<file path="config.mk">
export PLATFORM = sky130hd
export DESIGN_NAME = soc_debug_display
export DESIGN_NICKNAME = d
export VERILOG_FILES = /design/src/rtl/soc_debug_display.sv
export SDC_FILE = /design/constraint.sdc
export NUM_CORES = 1
export LEC_CHECK = 0
export ABC_CLOCK_PERIOD_IN_PS = 5160
export BUFFER_PORTS_ARGS = -buffer_cell sky130_fd_sc_hd__buf_2
export CAP_MARGIN = 25
export CELL_PAD_IN_SITES_DETAIL_PLACEMENT = 1
export CELL_PAD_IN_SITES_GLOBAL_PLACEMENT = 2
export CORE_AREA = 2 2 141 129
export CTS_CLUSTER_SIZE = 14
export DETAILED_ROUTE_END_ITERATION = 7
export DIE_AREA = 0 0 143 131
export GPL_TIMING_DRIVEN = 0
export PLACE_DENSITY = 0.9
export SLEW_MARGIN = 5
export SYNTH_ARGS = -nofsm -noshare
export SYNTH_HDL_FRONTEND = slang
export SYNTH_SLANG_ARGS = --single-unit
</file>
<file path="constraint.sdc">
create_clock -name clk -period 5.16 [get_ports clk]
set_clock_uncertainty 0.1 [all_clocks]
set_input_delay 0.774 -clock clk [delete_from_list [all_inputs] [get_ports clk]]
set_output_delay 0.774 -clock clk [all_outputs]
set_load 0.02 [all_outputs]
</file>
<file path="src/rtl/soc_debug_display.sv">
// Snapshot display for Soc_Mips debug outputs: captures on each step edge, shows one 16-bit page
// on a multiplexed 4-digit 7-segment display. Optional macro: LEADING_ZERO_BLANK_EN.
module soc_debug_display #(
  parameter int unsigned REFRESH_DIV = 50000,
  parameter int unsigned CNT_W       = 16
) (
  input  logic             clk,
  input  logic             rst,
  input  logic             step,
  input  logic [2:0]       sel,
  input  logic [5:0]       PCout,
  input  logic [31:0]      Instruction,
  input  logic [7:0]       ALUResult,
  input  logic [7:0]       Data,
  input  logic [7:0]       readd1,
  input  logic [7:0]       readd2,
  input  logic [7:0]       WriteBack,
  input  logic [2:0]       writer,
  input  logic             MemRead,
  input  logic             MemWrite,
  input  logic             RegWrite,
  output logic [6:0]       seg,
  output logic             dp,
  output logic [3:0]       an,
  output logic [CNT_W-1:0] step_count
);

  localparam int unsigned RW = $clog2(REFRESH_DIV);
  localparam logic [RW-1:0] RTerm = RW'(REFRESH_DIV - 1);

  logic             r_step_prev;
  logic [5:0]       r_pc;
  logic [31:0]      r_instr;
  logic [7:0]       r_alu, r_data, r_rd1, r_rd2, r_wb;
  logic [2:0]       r_writer;
  logic             r_mem_read, r_mem_write, r_reg_write;
  logic [CNT_W-1:0] r_step_count;
  logic [RW-1:0]    r_refresh;
  logic [1:0]       r_scan;
  logic [6:0]       r_seg;
  logic             r_dp;
  logic [3:0]       r_an;

  logic        w_step_ev;
  logic [15:0] w_cnt16;
  logic [15:0] w_page;
  logic [3:0]  w_nib;
  logic        w_blank;
  logic [6:0]  w_seg_nx;
  logic        w_dp_nx;

  assign w_step_ev  = step & ~r_step_prev;
  assign seg        = r_seg;
  assign dp         = r_dp;
  assign an         = r_an;
  assign step_count = r_step_count;

  generate
    if (CNT_W >= 16) begin : g_cnt_trunc
      assign w_cnt16 = r_step_count[15:0];
    end else begin : g_cnt_ext
      assign w_cnt16 = {{(16 - CNT_W){1'b0}}, r_step_count};
    end
  endgenerate

  function automatic logic [6:0] hex7(input logic [3:0] v);
    case (v)
      4'h0: hex7 = 7'b1000000;
      4'h1: hex7 = 7'b1111001;
      4'h2: hex7 = 7'b0100100;
      4'h3: hex7 = 7'b0110000;
      4'h4: hex7 = 7'b0011001;
      4'h5: hex7 = 7'b0010010;
      4'h6: hex7 = 7'b0000010;
      4'h7: hex7 = 7'b1111000;
      4'h8: hex7 = 7'b0000000;
      4'h9: hex7 = 7'b0010000;
      4'hA: hex7 = 7'b0001000;
      4'hB: hex7 = 7'b0000011;
      4'hC: hex7 = 7'b1000110;
      4'hD: hex7 = 7'b0100001;
      4'hE: hex7 = 7'b0000110;
      default: hex7 = 7'b0001110;
    endcase
  endfunction

  always_comb begin
    w_page = 16'h0000;
    case (sel)
      3'd0: w_page = {2'b00, r_pc, w_cnt16[7:0]};
      3'd1: w_page = r_instr[31:16];
      3'd2: w_page = r_instr[15:0];
      3'd3: w_page = {r_rd1, r_rd2};
      3'd4: w_page = {r_alu, r_data};
      3'd5: w_page = {5'b00000, r_writer, r_wb};
      3'd6: w_page = w_cnt16;
      default: w_page = 16'h0000;
    endcase

    w_nib   = 4'h0;
    w_dp_nx = 1'b1;
    case (r_scan)
      2'd0: w_nib = w_page[3:0];
      2'd1: begin w_nib = w_page[7:4];   w_dp_nx = ~r_mem_read;  end
      2'd2: begin w_nib = w_page[11:8];  w_dp_nx = ~r_mem_write; end
      default: begin w_nib = w_page[15:12]; w_dp_nx = ~r_reg_write; end
    endcase

`ifdef LEADING_ZERO_BLANK_EN
    // A digit blanks only when it and everything above it is zero.
    w_blank = ((r_scan == 2'd3) && (w_page[15:12] == 4'h0)) ||
              ((r_scan == 2'd2) && (w_page[15:8] == 8'h00)) ||
              ((r_scan == 2'd1) && (w_page[15:4] == 12'h000));
`else
    w_blank = 1'b0;
`endif

    w_seg_nx = w_blank ? 7'b1111111 : hex7(w_nib);
    if (sel == 3'd7) begin
      w_seg_nx = 7'b1111111;
      w_dp_nx  = 1'b1;
    end
  end

  always_ff @(posedge clk or posedge rst) begin
    if (rst) begin
      r_step_prev  <= 1'b0;
      r_pc         <= '0;
      r_instr      <= '0;
      r_alu        <= '0;
      r_data       <= '0;
      r_rd1        <= '0;
      r_rd2        <= '0;
      r_wb         <= '0;
      r_writer     <= '0;
      r_mem_read   <= 1'b0;
      r_mem_write  <= 1'b0;
      r_reg_write  <= 1'b0;
      r_step_count <= '0;
      r_refresh    <= '0;
      r_scan       <= 2'd0;
      r_seg        <= 7'b1000000;
      r_dp         <= 1'b1;
      r_an         <= 4'b1110;
    end else begin
      r_step_prev <= step;
      if (w_step_ev) begin
        r_pc         <= PCout;
        r_instr      <= Instruction;
        r_alu        <= ALUResult;
        r_data       <= Data;
        r_rd1        <= readd1;
        r_rd2        <= readd2;
        r_wb         <= WriteBack;
        r_writer     <= writer;
        r_mem_read   <= MemRead;
        r_mem_write  <= MemWrite;
        r_reg_write  <= RegWrite;
        r_step_count <= r_step_count + CNT_W'(1);
      end
      if (r_refresh == RTerm) begin
        r_refresh <= '0;
        r_scan    <= r_scan + 2'd1;
      end else begin
        r_refresh <= r_refresh + RW'(1);
      end
      r_seg <= w_seg_nx;
      r_dp  <= w_dp_nx;
      r_an  <= ~(4'b0001 << r_scan);
    end
  end

endmodule

</file>
Yosys cells after proc, flatten, opt, wreduce, memory -nomap -nowiden --
Memories as Yosys holds them, arrays and structs flattened. Index checks and enable logic that the tools add are counted.
Word-level totals: bits in read-only memories 112, memories 1, flip-flop bits (word level) 131, input port bits 90, word-level logic and storage cells 47
Memory list:
- (name not given) | depth 16, width 7, rd ports 1, clocked after memory_dff 0, wr ports 0, line 67 | case (v)
Operators by class: bitwise logic cells 6, multiplexer cells 6, add/sub/neg operators 3, shift operators 1, reductions and logical operators 2, equal/unequal tests 10
Operators by type and width (number):
- one-hot mux 16 bit (7 select lines) | 1
- adder 16 x 1 -> 16 bit, second input constant | 2
- equality test 16 bit, second input constant | 1
- two-way mux 16 bit | 1
- equality test 3 bit, second input constant | 4
- one-hot mux 4 bit (3 select lines) | 1
- two-way mux 7 bit | 1
- equality test 3 x 2 -> 1 bit, second input constant | 2
- inverter 1 bit | 4
- inverter 4 bit | 1
- << shifter 1 x 2 -> 4 bit, first input constant | 1
- equality test 3 x 1 -> 1 bit, second input constant | 1
- zero test 3 bit | 1
- one-hot mux 1 bit (3 select lines) | 1
- adder 2 x 1 -> 2 bit, second input constant | 1
- equality test 2 x 1 -> 1 bit, second input constant | 1
- equality test 2 bit, second input constant | 1
- zero test 2 bit | 1
- AND 1 bit | 1
- two-way mux 1 bit | 1

Depth between registers and ports, before layout --
An unclocked memory read counts as a cell.
depth in word-level cells 5, mapped depth 15, mapped depth without buffers 11

Worst setup path after synthesis --
No wires, ideal clock.
kind input port to flip-flop, start in sel[2], end reg r_seg[1] (netlist: seg[1]), path buffers 4, data required time 4.942 ns, path slack 2.160 ns, stages 14, arrival time 2.782 ns, cell sequence buf_6 > buf_6 > buf_6 > buf_4 > nor3b_1 > a211oi_1 > o22ai_1 > o21ai_0 > a31oi_1 > inv_1 > ha_1 > nand2b_1 > o21ai_1 > a21o_1
On the way: longest elaborated chain between the ends 5, elaborated cells on any way between the ends 12
Ends and longest elaborated chain:
- start, declared | line 10 | input logic [2:0] sel,
- equality test 3 bit (tied with other cells) | line 89 | case (sel)
- one-hot mux 16 bit (7 select lines) | line 89
- one-hot mux 4 bit (3 select lines) | line 102 | case (r_scan)
- memory (16 x 7 bit)
- two-way mux 7 bit * | line 119 | if (sel == 3'd7) begin
- via w_seg_nx[1] | line 49 | logic [6:0] w_seg_nx;
- end signal, assigned | line 167 | r_seg <= w_seg_nx;
- end, declared | line 40 | logic [6:0] r_seg;
The timed path passes the listed nets; every way through them passes the cells marked *. A chain may end at the register's enable or synchronous reset.

Final worst setup path --
start in sel[1], end reg r_seg[0] (netlist: seg[0])
The elaborated chain is that of the path after synthesis.

==> results.yml <==
pwr:
  max_ir_drop_vdd_v: 0.000209
  power.share.sequential_pct: 41.9
  clock_share_of_power_pct: 40.6
  power_switching_uw: 853
  combPwrFrac_pct: 17.5
  power_density_over_the_cells_mw_per_mm2: 389
  finalPower_mw: 3.04
  netSwitchingFraction_pct: 28.1
  power.leakage_nw: 3.46
  cell_internal_pwr_mw: 2.19
grt:
  met2_usage_pct: 34.9
  groute.layer.met3.usage_pct: 4.05
  grt_pass1_vias: 5056
  groute.usage.overall_pct: 20.6
  grt_remaining_overflow: 0
  antenna_found_initial: 0
  gr_met1_demand_resource_pct: 26.8
  maximum_number_of_pins_on_one_net_before_global_route_repair: 81
  grt_pass1_wl_um: 28600
  grt-busiest-layer: "met2"
synth:
  mappedNetlistNets: 617
  synth_area_in_adders_pct: 2.58
  synth.mux.area_fraction_pct: 19.4
  synth.area.top_cells: "dfrtp_1, mux2_2, xnor2_1"
  post_synth_and_or_nand_nor_area_fraction_pct: 9.13
  synth-edff-count: 0
  synthArstFlopShare_pct: 100
  syn_area_per_cell_um2: 12.3
  ys.warnings.count: 0
  postSynth.topFlopCell: "dfrtp_1"
  post-synth-top-area-fraction_pct: 50.0
  seq_area_frac_synth_pct: 52.1
  dominant_cell_type_by_area_after_synthesis: "dfrtp_1"
  yosys.area_share.xor_xnor_pct: 4.15
  syn_area_mm2: 0.00630
  synth_top_family_by_area: "multiplexers"
  flip_flop_and_latch_count_after_synthesis: 131
  synth-compound-area-share_pct: 9.19
  post_synth_inst_count: 514
  ys_types: 60
clock_network:
  tritoncts: "yes"
  clk-insertion-delay-late_ns: 0.43
  cts_repair_resize_count: 0
  post_cts_buffers: 0
  cts_made_buffers: 17
  postCtsHoldBufs: 0
  max-clock-path-buffers: 2
  cts_htree_levels: 4
  number_of_clock_sinks: 131
  path_clk_slew_ns: 0.06
  root_buffer: "clkbuf_16"
run:
  maxCapViolCount: 0
detailed_routing:
  avgRoutedWirePerCell_um: 20.4
  drc_errors: 0
  drt.antenna.violating_nets: 0
  initial_drt_pass_iterations: 5
  detailroute.via_count: 4742
  vias_per_cell: 5.25
  drt_iter0_drc: 268
  totalWireLength_um: 18500
die:
  fp.dieArea_mm2: 0.0187
  fp.coreArea_mm2: 0.0173
  io_pins: 118
  dieHeight_um: 131
  die_w_um: 143
  initial_core_util_pct: 36.4
  floorplan.rows: 46
sta:
  clock.fmax_mhz: 292
  worst-slew-pin-transition_ns: 0.931
  post-route-period-util_pct: 66.4
  final-hold-violation-count: 0
  fin_crit_ns: 3.43
  max-slew-margin-rel_pct: 37.9
  setup_viol_count_final: 0
  rsz0062_at_grt: "no"
  report.final.slew_viol_count: 0
  post_layout_worst_setup_margin_ns: 1.73
placement:
  gpl.final_weighted_congestion: 0.853
  placed_cells: 871
  pre_cts_slack_ns: 1.44
  placed_cell_areas_mm2: 0.00721
  number_of_buffer_cells_added_on_primary_ports: 116
  dp_hpwl_um: 13500
status:
  outcome: "completed"
worst_setup_path:
  timing.critical_path.fanout_max: 10
  cp.required_ns: 5.32
  endpoint_kind: "flip-flop"
  cp_data_arrival_time_ns: 3.59
  path_class: "primary input to flip-flop"
  cp-start-kind: "primary input"
worst_hold_path:
  min-delay-path-class: "primary input to async pin"
final_layout:
  postLayoutCoreUtil_pct: 45.1
  area_taken_by_flip_flops_and_latches_mm2: 0.00328
  area_growth_syn_to_layout_pct: 24.0
  final_layout_size_suffix_gt1_share_pct: 39.2
  multi_input_comb_area_mm2: 0.00280
  final-instance-count-excl-fill: 903
  antenna_cells_inserted: 0
  num-fill-cells: 1854
  finish.instance_area_mm2: 0.00782
  finish.net_count: 753
[metrics by stage]
stage / hold slack [ns] / TNS, ns
6_report: 0.282 / 0
5_1_grt: 0.320 / 0
4_1_cts: 0.295 / 0
3_5_place_dp: 0.382 / 0
3_3_place_gp: 0.372 / -67.86
2_1_floorplan: 0.355 / 0
[critical path, cell delays in order]
cell	delay [ns]
buf_2	0.13
buf_6	0.16
buf_4	0.20
buf_2	0.20
nand3_1	0.40
o21ai_0	0.21
a31oi_1	0.55
inv_1	0.20
ha_1	0.28
inv_1	0.11
nand4_1	0.13
o21ai_1	0.16
a311oi_1	0.07
[synth_stat cells, drive strengths merged, types with 7 or more instances]
cell,number
dfrtp,126
and3,7
clkbuf,16
nor2,24
a221oi,8
ha,13
xnor2,20
nand3,19
mux2i,8
inv,16
nand2,22
xor2,9
buf,12
mux2,99
o21ai,18
a22oi,9
nor2b,7
a21oi,9
[cell families (layout without fill, tap and decap cells)]
kind of cell / count (synthesis) / after routing
adders and majority gates: 13 / 13
xor gates and xnor gates: 29 / 29
and+or+nand+nor: 111 / 111
AOI/OAI and AO/OA: 78 / 78
muxes: 108 / 108
buffers and inverters: 44 / 193
DFF: 131 / 131
[power by group through the flow]
stage | registers [mW] | logic [mW] | clock network (mW)
after global routing | 1.29 | 0.576 | 1.30
final | 1.27 | 0.533 | 1.23
after CTS | 1.27 | 0.536 | 1.25
after detailed placement | 1.29 | 0.530 | 0
after global placement | 1.28 | 0.505 | 0
after floorplan | 1.31 | 0.303 | 0
[state kept, by name, summed over array words and instances (netlist names), 2 cells and up]
signal,cells
an,4
r_alu,8
r_data,8
r_instr,32
r_pc,6
r_rd1,8
r_rd2,8
r_refresh,16
r_scan,2
r_wb,8
r_writer,3
seg,7
step_count,16
[per-layer routing]
layer | part of all wire [%] | wire length, um
met1 | 44 | 8090
met2 | 49 | 9020
met3 | 5.6 | 1030
met4 | 1.7 | 312
met5 | 0 | 0
[area by class of cell]
cell class / instances / share of cell area, %
Clock buffer: 20 / 5.71
Sequential cell: 131 / 42.0
Buffer: 28 / 1.95
Timing Repair Buffer: 117 / 7.78
Tap cell: 240 / 3.84
Clock inverter: 12 / 1.98
Inverter: 16 / 0.832
Multi-Input combinational cell: 339 / 35.9
[worst paths after layout]
check	start	to	slack [ns]	cells after the start
max in group asynchronous	rst	dp	3.88	3
worst max-delay path	sel[1]	seg[0]	1.73	13
min in group clk	step	r_step_prev	0.36	1
worst min register to register	r_refresh[0]	r_refresh[0]	0.39	1
worst min-delay path	rst	r_wb[0]	0.28	2
worst max register to register	r_scan[0]	seg[0]	2.09	12
[cell usage in the layout (no fill, tap or decap), types with 5 or more instances in the layout]
master / n
dfrtp_1: 126
clkinvlp_4: 5
o21ai_0: 13
clkbuf_16: 17
mux2_2: 87
buf_2: 121
dfstp_2: 5
nand3_1: 19
inv_1: 14
o21ai_1: 5
a221oi_1: 7
and3_1: 7
nand4_1: 5
clkbuf_1: 18
a22oi_1: 9
ha_1: 13
nand2_1: 22
a21oi_1: 9
mux2_1: 11
xnor2_1: 19
xor2_1: 9
nor2_1: 24
nor3_1: 6
nor2b_1: 7
mux2i_1: 8
Power figures use the tool's default switching activity.
